## config.mk

```make
export PLATFORM = sky130hd
export DESIGN_NAME = multicycle_control
export DESIGN_NICKNAME = d
export VERILOG_FILES = /design/src/rtl/mips_ctrl_pkg.sv /design/src/rtl/alu_op_decoder.sv /design/src/rtl/multicycle_control.sv
export SDC_FILE = /design/constraint.sdc
export NUM_CORES = 1
export LEC_CHECK = 0
export ABC_AREA = 1
export CORE_UTILIZATION = 37
export CTS_CLUSTER_SIZE = 14
export DETAILED_ROUTE_END_ITERATION = 12
export GPL_TIMING_DRIVEN = 0
export PLACE_DENSITY_LB_ADDON = 0.2
export SETUP_SLACK_MARGIN = 0.15
export SYNTH_ARGS = -nofsm -noshare
export SYNTH_HDL_FRONTEND = slang
export SYNTH_HIERARCHICAL = 1
export SYNTH_SLANG_ARGS = --single-unit
```

## constraint.sdc

```tcl
create_clock -name clk -period 1.4 [get_ports clk]
set_input_delay 0.21 -clock clk [delete_from_list [all_inputs] [get_ports clk]]
set_output_delay 0.21 -clock clk [all_outputs]
set_load 0.01 [all_outputs]
```

## src/rtl/mips_ctrl_pkg.sv

```systemverilog
// mips_ctrl_pkg: opcode/funct codes, ALU op codes, state codes and datapath select codes
package mips_ctrl_pkg;
  localparam int ALU_OP_W = 4;
  localparam int STATE_W = 4;
  localparam logic [5:0] OP_RTYPE = 6'h00;
  localparam logic [5:0] OP_J = 6'h02;
  localparam logic [5:0] OP_JAL = 6'h03;
  localparam logic [5:0] OP_BEQ = 6'h04;
  localparam logic [5:0] OP_BNE = 6'h05;
  localparam logic [5:0] OP_ADDI = 6'h08;
  localparam logic [5:0] OP_ANDI = 6'h0C;
  localparam logic [5:0] OP_ORI = 6'h0D;
  localparam logic [5:0] OP_LUI = 6'h0F;
  localparam logic [5:0] OP_LW = 6'h23;
  localparam logic [5:0] OP_SW = 6'h2B;
  localparam logic [5:0] FN_SLL = 6'h00;
  localparam logic [5:0] FN_SRL = 6'h02;
  localparam logic [5:0] FN_JR = 6'h08;
  localparam logic [5:0] FN_ADD = 6'h20;
  localparam logic [5:0] FN_SUB = 6'h22;
  localparam logic [5:0] FN_AND = 6'h24;
  localparam logic [5:0] FN_OR = 6'h25;
  localparam logic [5:0] FN_NOR = 6'h27;
  localparam logic [ALU_OP_W-1:0] ALU_AND = 4'b0000;
  localparam logic [ALU_OP_W-1:0] ALU_OR = 4'b0001;
  localparam logic [ALU_OP_W-1:0] ALU_LUI = 4'b0010;
  localparam logic [ALU_OP_W-1:0] ALU_ADD = 4'b0011;
  localparam logic [ALU_OP_W-1:0] ALU_SLL = 4'b0100;
  localparam logic [ALU_OP_W-1:0] ALU_NOR = 4'b0101;
  localparam logic [ALU_OP_W-1:0] ALU_SRL = 4'b0110;
  localparam logic [ALU_OP_W-1:0] ALU_SUB = 4'b0111;
  localparam logic [ALU_OP_W-1:0] ALU_JR = 4'b1000;
  localparam logic [1:0] SRCA_PC = 2'b00;
  localparam logic [1:0] SRCA_RS = 2'b01;
  localparam logic [1:0] SRCA_RT = 2'b10;
  localparam logic [2:0] SRCB_B = 3'b000;
  localparam logic [2:0] SRCB_4 = 3'b001;
  localparam logic [2:0] SRCB_SEXT = 3'b010;
  localparam logic [2:0] SRCB_BR = 3'b011;
  localparam logic [2:0] SRCB_SHAMT = 3'b100;
  localparam logic [2:0] SRCB_ZEXT = 3'b101;
  localparam logic [1:0] PCS_ALU = 2'b00;
  localparam logic [1:0] PCS_ALUOUT = 2'b01;
  localparam logic [1:0] PCS_JUMP = 2'b10;
  localparam logic [1:0] DST_RT = 2'b00;
  localparam logic [1:0] DST_RD = 2'b01;
  localparam logic [1:0] DST_RA = 2'b10;
  localparam logic [1:0] M2R_ALUOUT = 2'b00;
  localparam logic [1:0] M2R_MDR = 2'b01;
  localparam logic [1:0] M2R_PC = 2'b10;
  typedef enum logic [STATE_W-1:0] {
    S_FETCH = 4'd0, S_DECODE = 4'd1, S_MEM_ADDR = 4'd2, S_MEM_READ = 4'd3,
    S_MEM_WB = 4'd4, S_MEM_WRITE = 4'd5, S_R_EXEC = 4'd6, S_R_WB = 4'd7,
    S_BRANCH = 4'd8, S_JUMP = 4'd9, S_I_EXEC = 4'd10, S_I_WB = 4'd11,
    S_JR_EXEC = 4'd12, S_ILLEGAL = 4'd13
  } state_t;
  function automatic logic opcode_ok(input logic [5:0] op);
    case (op)
      OP_RTYPE, OP_J, OP_JAL, OP_BEQ, OP_BNE, OP_ADDI, OP_ANDI, OP_ORI, OP_LUI, OP_LW, OP_SW: return 1'b1;
      default: return 1'b0;
    endcase
  endfunction
  function automatic logic r_funct_ok(input logic [5:0] fn);
    case (fn)
      FN_ADD, FN_SUB, FN_AND, FN_OR, FN_NOR, FN_SLL, FN_SRL: return 1'b1;
      default: return 1'b0;
    endcase
  endfunction
  function automatic logic [ALU_OP_W-1:0] r_alu_op(input logic [5:0] fn);
    case (fn)
      FN_ADD: return ALU_ADD;
      FN_SUB: return ALU_SUB;
      FN_OR: return ALU_OR;
      FN_NOR: return ALU_NOR;
      FN_SLL: return ALU_SLL;
      FN_SRL: return ALU_SRL;
      default: return ALU_AND;
    endcase
  endfunction
  function automatic logic [ALU_OP_W-1:0] i_alu_op(input logic [5:0] op);
    case (op)
      OP_ANDI: return ALU_AND;
      OP_ORI: return ALU_OR;
      OP_LUI: return ALU_LUI;
      default: return ALU_ADD;
    endcase
  endfunction
endpackage

```

## src/rtl/alu_op_decoder.sv

```systemverilog
// alu_op_decoder: per-state ALU operation/operand selects and illegal-instruction detection
module alu_op_decoder
  import mips_ctrl_pkg::*;
(
  input  logic [5:0]          opcode,
  input  logic [5:0]          funct,
  input  state_t              state,
  output logic [ALU_OP_W-1:0] alu_operation,
  output logic [1:0]          alu_src_a,
  output logic [2:0]          alu_src_b,
  output logic                illegal
);
  logic shift, rknown;
  assign shift = funct == FN_SLL || funct == FN_SRL;
  assign rknown = r_funct_ok(funct);
  // Unlisted selects stay 0; illegal flags a bad opcode in DECODE or a bad funct in R_EXEC
  always_comb begin
    alu_operation = ALU_AND;
    alu_src_a = SRCA_PC;
    alu_src_b = SRCB_B;
    illegal = 1'b0;
    case (state)
      S_FETCH: begin
        alu_operation = ALU_ADD;
        alu_src_b = SRCB_4;
      end
      S_DECODE: begin
        alu_operation = ALU_ADD;
        alu_src_b = SRCB_BR;
        illegal = !opcode_ok(opcode);
      end
      S_MEM_ADDR: begin
        alu_operation = ALU_ADD;
        alu_src_a = SRCA_RS;
        alu_src_b = SRCB_SEXT;
      end
      S_R_EXEC: begin
        alu_operation = r_alu_op(funct);
        alu_src_a = shift ? SRCA_RT : rknown ? SRCA_RS : SRCA_PC;
        alu_src_b = shift ? SRCB_SHAMT : SRCB_B;
        illegal = !rknown;
      end
      S_I_EXEC: begin
        alu_operation = i_alu_op(opcode);
        alu_src_a = SRCA_RS;
        alu_src_b = opcode == OP_ADDI ? SRCB_SEXT : SRCB_ZEXT;
      end
      S_BRANCH: begin
        alu_operation = ALU_SUB;
        alu_src_a = SRCA_RS;
      end
      S_JR_EXEC: begin
        alu_operation = ALU_JR;
        alu_src_a = SRCA_RS;
      end
      default: ;
    endcase
  end
endmodule

```

## src/rtl/multicycle_control.sv

```systemverilog
// multicycle_control: multicycle MIPS control FSM; MEM_WAIT_EN adds a mem_ready handshake on memory states
module multicycle_control
  import mips_ctrl_pkg::*;
(
  input  logic                clk,
  input  logic                reset,
  input  logic [5:0]          opcode,
  input  logic [5:0]          funct,
  input  logic                zero,
  input  logic                jr,
`ifdef MEM_WAIT_EN
  input  logic                mem_ready,
`endif
  output logic [ALU_OP_W-1:0] alu_operation,
  output logic [1:0]          alu_src_a,
  output logic [2:0]          alu_src_b,
  output logic [1:0]          pc_source,
  output logic                pc_en,
  output logic                i_or_d,
  output logic                mem_read,
  output logic                mem_write,
  output logic                ir_write,
  output logic                reg_write,
  output logic [1:0]          reg_dst,
  output logic [1:0]          mem_to_reg,
  output logic [STATE_W-1:0]  state
);
  state_t st;
  logic illegal, rdy, jal;
`ifdef MEM_WAIT_EN
  assign rdy = mem_ready;
`else
  assign rdy = 1'b1;
`endif
  alu_op_decoder u_dec (
    .opcode(opcode),
    .funct(funct),
    .state(st),
    .alu_operation(alu_operation),
    .alu_src_a(alu_src_a),
    .alu_src_b(alu_src_b),
    .illegal(illegal)
  );
  // Instruction walk FETCH..WB; memory states wait for rdy, everything else advances every cycle
  always_ff @(posedge clk) begin
    if (!reset) st <= S_FETCH;
    else case (st)
      S_FETCH: st <= rdy ? S_DECODE : S_FETCH;
      S_DECODE: st <= illegal ? S_ILLEGAL :
                      opcode == OP_RTYPE ? (funct == FN_JR ? S_JR_EXEC : S_R_EXEC) :
                      (opcode == OP_LW || opcode == OP_SW) ? S_MEM_ADDR :
                      (opcode == OP_BEQ || opcode == OP_BNE) ? S_BRANCH :
                      (opcode == OP_J || opcode == OP_JAL) ? S_JUMP : S_I_EXEC;
      S_MEM_ADDR: st <= opcode == OP_LW ? S_MEM_READ : S_MEM_WRITE;
      S_MEM_READ: st <= rdy ? S_MEM_WB : S_MEM_READ;
      S_MEM_WRITE: st <= rdy ? S_FETCH : S_MEM_WRITE;
      S_R_EXEC: st <= illegal ? S_ILLEGAL : S_R_WB;
      S_I_EXEC: st <= S_I_WB;
      default: st <= S_FETCH;
    endcase
  end
  assign jal = opcode == OP_JAL;
  assign state = st;
  assign mem_read = reset & (st == S_FETCH | st == S_MEM_READ);
  assign mem_write = reset & st == S_MEM_WRITE;
  assign ir_write = reset & st == S_FETCH & rdy;
  assign pc_en = reset & (st == S_FETCH ? rdy : st == S_JUMP ? 1'b1 :
                          st == S_BRANCH ? (opcode == OP_BNE ? !zero : zero) :
                          st == S_JR_EXEC ? jr : 1'b0);
  assign reg_write = reset & (st == S_MEM_WB | st == S_R_WB | st == S_I_WB | (st == S_JUMP & jal));
  assign i_or_d = st == S_MEM_READ | st == S_MEM_WRITE;
  assign pc_source = st == S_BRANCH ? PCS_ALUOUT : st == S_JUMP ? PCS_JUMP : PCS_ALU;
  assign reg_dst = st == S_R_WB ? DST_RD : (st == S_JUMP & jal) ? DST_RA : DST_RT;
  assign mem_to_reg = st == S_MEM_WB ? M2R_MDR : (st == S_JUMP & jal) ? M2R_PC : M2R_ALUOUT;
endmodule

```

After elaboration in Yosys (flattened, before gate mapping). Index checks and enable logic that the tools add are counted.

Register bits: 4. Input bits: 16. Output and inout port bits: 25.

Equality and inequality tests: 29. Multiplexer cells: 32. Bitwise operators: 11. Reduce and logical (&&, ||, !) cells: 14.

Operator list (number): 6-bit equality test (second input constant) (7); 6-bit by 4-bit equality test with 1-bit output (second input constant) (5); 4-bit case mux with 6 select lines (1); 4-bit equality test (second input constant) (5); 4-bit 2-to-1 mux (5); 4-bit case mux with 5 select lines (1); 6-bit by 2-bit equality test with 1-bit output (second input constant) (3); 3-bit case mux with 6 select lines (1); 4-bit by 3-bit equality test with 1-bit output (second input constant) (4); 2-bit 2-to-1 mux (8); 3-bit case mux with 5 select lines (1); 6-bit by 3-bit equality test with 1-bit output (second input constant) (2); 6-bit zero test (2); 11-bit OR reduction (1); 1-bit 2-to-1 mux (9); 3-bit 2-to-1 mux (3); 4-bit by 2-bit equality test with 1-bit output (second input constant) (2); 7-bit OR reduction (1); 1-bit bitwise AND (6); 2-bit case mux with 3 select lines (1); 1-bit bitwise OR (5); 4-bit by 1-bit equality test with 1-bit output (second input constant) (1); 4-bit zero test (1); 1-bit logical OR (4); 5 further kinds (7).

Depth between registers and ports, before layout.
Depth after elaboration: 8. Depth in mapped cells: 12. Gate-level depth less buffers: 12.

Hierarchy. The synthesis kept the hierarchy.

Modules (own cells, without submodules): multicycle_control (times used 1, cells each 94, area an instance 519.2 sq um, seq. area each 80.1 sq um); alu_op_decoder (times used 1, cells each 82, area an instance 382.9 sq um, seq. area each 0.0 sq um).

Least setup slack after synthesis. OpenSTA, ideal clock, no wires.

Kind: register to output. From: register st[0], in the netlist state[0]. To: output reg_write. Data arrival time: 1.272 ns. Required time: 1.190 ns. Setup slack: -0.082 ns. Cell stages (with the launch flop): 7. Path buffers: 0. Path through: dfxtp_1 -> nand2_2 -> nor2_4 -> nand2_2 -> nor3_4 -> nor3_2 -> nor2_2.

Cells in the longest elaborated chain, start to end: 5. Elaborated cells on any way between the ends: 9. Classes of those cells: eq/ne (4); bitwise (5).

Ends and longest elaborated chain: start: declaration (line multicycle_control.sv:28) `state_t st;`; start signal: assignment (line multicycle_control.sv:48) `S_FETCH: st <= rdy ? S_DECODE : S_FETCH;`; start signal: assignment (line multicycle_control.sv:49) `S_DECODE: st <= illegal ? S_ILLEGAL :`; start signal: assignment (line multicycle_control.sv:54) `S_MEM_ADDR: st <= opcode == OP_LW ? S_MEM_READ : S_MEM_WRITE;`; 4-bit by 3-bit equality test with 1-bit output (line multicycle_control.sv:70) `assign reg_write = reset & (st == S_MEM_WB | st == S_R_WB | st == S_I_WB | (st == S_JUMP & jal));`; 1-bit bitwise OR (2 in a row) (line multicycle_control.sv:70); 1-bit bitwise OR (*) (line multicycle_control.sv:70); 1-bit bitwise AND (*) (line multicycle_control.sv:70); end: declaration (line multicycle_control.sv:23) `output logic reg_write,`.

Every way passes the cells marked *; elsewhere a longest branch is shown, timed or not.

Worst setup path after layout.
From: register st[2], in the netlist state[2]. To: output reg_write.

The elaborated chain is that of the path after synthesis.

==> reports/summary.txt <==
RUN STATUS
-------------------------------------------------------------------------------------
Outcome                                                                  finished with violations
Violated checks                                                          setup timing

POWER
-------------------------------------------------------------------------------------
Relative contribution of sequential cells to total power                        12.2%
Cell Int Power                                                                1210 uW
Leakage power of the design                                               0.000804 uW
Part of the power in combinational logic                                        81.3%
VDD IR max                                                                    1.36 mV
Clock group share of total power                                                 6.4%
Switching Fraction                                                              51.9%
Total design power                                                            2510 uW
Power per cell area                                                      1530 nW/um^2
Net switching power                                                           1300 uW

GLOBAL ROUTING
-------------------------------------------------------------------------------------
Antenna violations before repair                                                    0
Overall fraction of global-route tracks in use                                  24.3%
Largest net degree at the start of global routing                                  12
Vias in the first global route                                                   1250
Congestion Overflow GR                                                              0
Wire length of the first global-routing pass                                  5080 um

MIN PATH
-------------------------------------------------------------------------------------
Path class of the lowest-slack min-delay path                            input pin to register
Hold Path Cell Cnt                                                                  6

CLOCK NETWORK
-------------------------------------------------------------------------------------
H-tree depth                                                                        1
Clock latency on the worst-skew pair                                           240 ps
Clock Pin Slew Worst Setup and Hold Paths                                       40 ps
Number of CTS-inserted buffers                                                      3
Clock Root Buffer                                                        sky130_fd_sc_hd__clkbuf_4
Maximum number of buffers from clock root to sink                                   2
Clock sink count                                                                    4
Hold buffers post-CTS                                                               0
Clock tree from TritonCTS                                                       built

STA
-------------------------------------------------------------------------------------
Worst clock skew                                                              2.55 ps
Count of endpoints failing hold in the final timing report                          0
Number of pins exceeding their max-slew limit in the final report                   0
Sum of negative setup slack                                                  -2060 ps
Highest attainable clock frequency                                            612 MHz
Relative slew slack                                                             75.3%
Final setup margin                                                            -233 ps
Ratio of final minimum period to clock period                                    117%
Final min period                                                              1630 ps
Unrepaired setup endpoints after global routing                                   yes
Setup Viol. Count Final                                                            18
Worst hold slack                                                               597 ps
Least-Margin Pin Slew                                                          370 ps

FLOW RUN
-------------------------------------------------------------------------------------
Number of maximum-capacitance violations                                            0

PLACED DESIGN
-------------------------------------------------------------------------------------
Gp weighted congestion                                                          0.824
Total of buffers placed on input and output ports                                  40
Final HPWL DP                                                                 2120 um
Place WS                                                                      -819 ps

SYNTH
-------------------------------------------------------------------------------------
Share of the synthesized area in compound gates (AO/OA/AOI/OAI)                 12.5%
Mean post-synth cell area                                                  5.13 sq um
Post-Synth Adder-Cell Area                                                         0%
Largest area contributor in the netlist                                  sky130_fd_sc_hd__nand2_1
Cell area after synthesis                                                   902 sq um
EDFF count, synth                                                                   0
Post-synthesis share of cell area spent on and, or, nand and nor gates          64.2%
Synth top area share                                                            14.1%
Post-synthesis register bit count                                                   4
Yosys cell types                                                                   25
YS warnings                                                                         6
Multiplexer share of the synthesized area                                          0%
Synth area leaders                                                       sky130_fd_sc_hd__nand2_1, sky130_fd_sc_hd__nor2_1, sky130_fd_sc_hd__nand3_1, sky130_fd_sc_hd__inv_1, sky130_fd_sc_hd__dfxtp_1
Post-Syn Instances                                                                176
Top_reg_cell synth                                                       sky130_fd_sc_hd__dfxtp_1
XOR/XNOR share of the synthesized area                                         0.971%
Portion of the post-synthesis area used by sequential elements                  8.88%
Combinational family with the most area after synthesis                  simple AND/OR/NAND/NOR gates
Share of synthesized registers carrying an async set or reset                      0%
Mapped Nets                                                                       192

DIE
-------------------------------------------------------------------------------------
Placeable Area                                                             2250 sq um
Horiz. Die Dim                                                                51.4 um
Top-level I/O count                                                                41
DIE HEIGHT                                                                    51.4 um
Initial core utilization                                                        40.0%
Area of the die                                                            2640 sq um
Site row count                                                                     17

CELLS AND AREA
-------------------------------------------------------------------------------------
Ant diodes                                                                          0
Footprint of the flip-flops and latches                                    95.1 sq um
Multi-input gate area                                                       887 sq um
Number of inserted filler cells in the final layout                               197
Share of post-route cells with drive strength above 1                           49.4%
P&R area growth vs syn                                                          82.4%
Flip-flop count of the largest register, all copies and words added                 4
Number of nets in the finished design                                             258

SETUP PATH
-------------------------------------------------------------------------------------
Critical path start-end classification                                   register to output pin
Number of cell instances on the worst register-to-register path                    11
Crit-path max FO                                                                    5
Worst Path Arrival                                                            1420 ps
Critical path startpoint category                                            register
Data required, critical path                                                  1190 ps
Endpoint class of the critical path                                        output pin

DETAILED ROUTING
-------------------------------------------------------------------------------------
Total number of vias                                                             1400
Final routed wirelength across all metal layers                               3410 um
Residual antenna-violating net count after detailed routing                         0
Post-detailed-route via-to-cell ratio                                            5.20
Wirelength per Cell                                                           12.7 um
DR DRC count                                                                        0
Drt first pass iters                                                                5
Detailed Route Iter0 Violations                                                    42

-- what timing repair did --
| action | 4_1_cts | 5_1_grt |
|---|---|---|
| gates cloned | 0 | 0 |
| pin swaps | 14 | 19 |
| buffers inserted | 15 | 6 |
| endpoints found under the setup margin | 29 | 27 |
| resized for setup | 130 | 43 |
-- cell usage after synthesis (3+ instances only) --
cell type	instances
sky130_fd_sc_hd__nor3_1	5
sky130_fd_sc_hd__nor2_4	4
sky130_fd_sc_hd__inv_2	4
sky130_fd_sc_hd__dfxtp_1	4
sky130_fd_sc_hd__nand2_2	5
sky130_fd_sc_hd__nand3_2	3
sky130_fd_sc_hd__nor2_1	34
sky130_fd_sc_hd__a21oi_1	10
sky130_fd_sc_hd__nor2_2	4
sky130_fd_sc_hd__nand3_1	23
sky130_fd_sc_hd__o21ai_1	6
sky130_fd_sc_hd__inv_1	25
sky130_fd_sc_hd__nand2_1	34
-- through the flow --
| stage | cells | cell area [sq um] | util, % |
|---|---|---|---|
| 2_1_floorplan | 176 | 920 | - |
| 3_3_place_gp | 244 | 1360 | 60.1 |
| 3_5_place_dp | 244 | 1360 | 60.1 |
| 4_1_cts | 263 | 1510 | 67.1 |
| 5_1_grt | 269 | 1650 | 73.0 |
| 6_report | 269 | 1650 | 73.0 |
-- placed cells by master (no fill, tap or decap), types with 5 or more instances in the layout --
cell / n
sky130_fd_sc_hd__nor2_1: 23
sky130_fd_sc_hd__nand3_2: 6
sky130_fd_sc_hd__inv_2: 8
sky130_fd_sc_hd__inv_4: 5
sky130_fd_sc_hd__nand2_1: 25
sky130_fd_sc_hd__dlygate4sd2_1: 10
sky130_fd_sc_hd__nand2_2: 8
sky130_fd_sc_hd__buf_2: 16
sky130_fd_sc_hd__a21oi_1: 7
sky130_fd_sc_hd__nor2_4: 9
sky130_fd_sc_hd__inv_1: 17
sky130_fd_sc_hd__o21ai_1: 5
sky130_fd_sc_hd__nor2_2: 10
sky130_fd_sc_hd__nand3_1: 19
sky130_fd_sc_hd__nand2_4: 6
sky130_fd_sc_hd__buf_4: 19
-- path summary, 6_finish.rpt --
path | slack, ps | to | startpoint
worst max-delay path | -230 | reg_write | state[2]
worst min-delay path | 600 | state[3] | funct[1]
worst max register to register | -40 | state[1] | state[1]
worst min register to register | 690 | state[0] | state[1]
-- power by group through the flow --
stage	clock, uW	combinational, uW	sequential (uW)
floorplan	0	763	296
global placement	0	1400	294
detailed placement	0	1420	296
CTS	173	1630	302
global route	175	2190	318
finish	162	2040	307
-- critical path, cell delays in order, from the launching register on --
cell and delay, ps:
sky130_fd_sc_hd__dfxtp_4 360, sky130_fd_sc_hd__inv_4 80, sky130_fd_sc_hd__nand2_4 70, sky130_fd_sc_hd__nor2_4 120, sky130_fd_sc_hd__nand2_2 80, sky130_fd_sc_hd__nor3_4 210
sky130_fd_sc_hd__nor3_2 60, sky130_fd_sc_hd__nor2_2 70, sky130_fd_sc_hd__buf_2 130
-- routing by layer --
layer  wire [um]  track usage, %  up-vias
met3         159           0.595       10
met5           0               0        -
met4          73            9.46        0
li1            -               -      697
met2        1750            43.3       51
met1        1430            30.4      642
-- final cells by class --
cell class | count | share of cell area (%)
multi-input cells | 140 | 53.9
inverters | 32 | 8.44
well taps | 28 | 2.13
flip-flops and latches | 4 | 5.78
clock buffers | 4 | 1.60
repair buffers | 61 | 28.1
-- cells by family after synthesis --
kind of cell    after synthesis
xor+xnor                      1
flops                         4
simple gates                118
compound gates               21
buf+inv                      32
No activity file was read; power rests on OpenSTA's default activity.
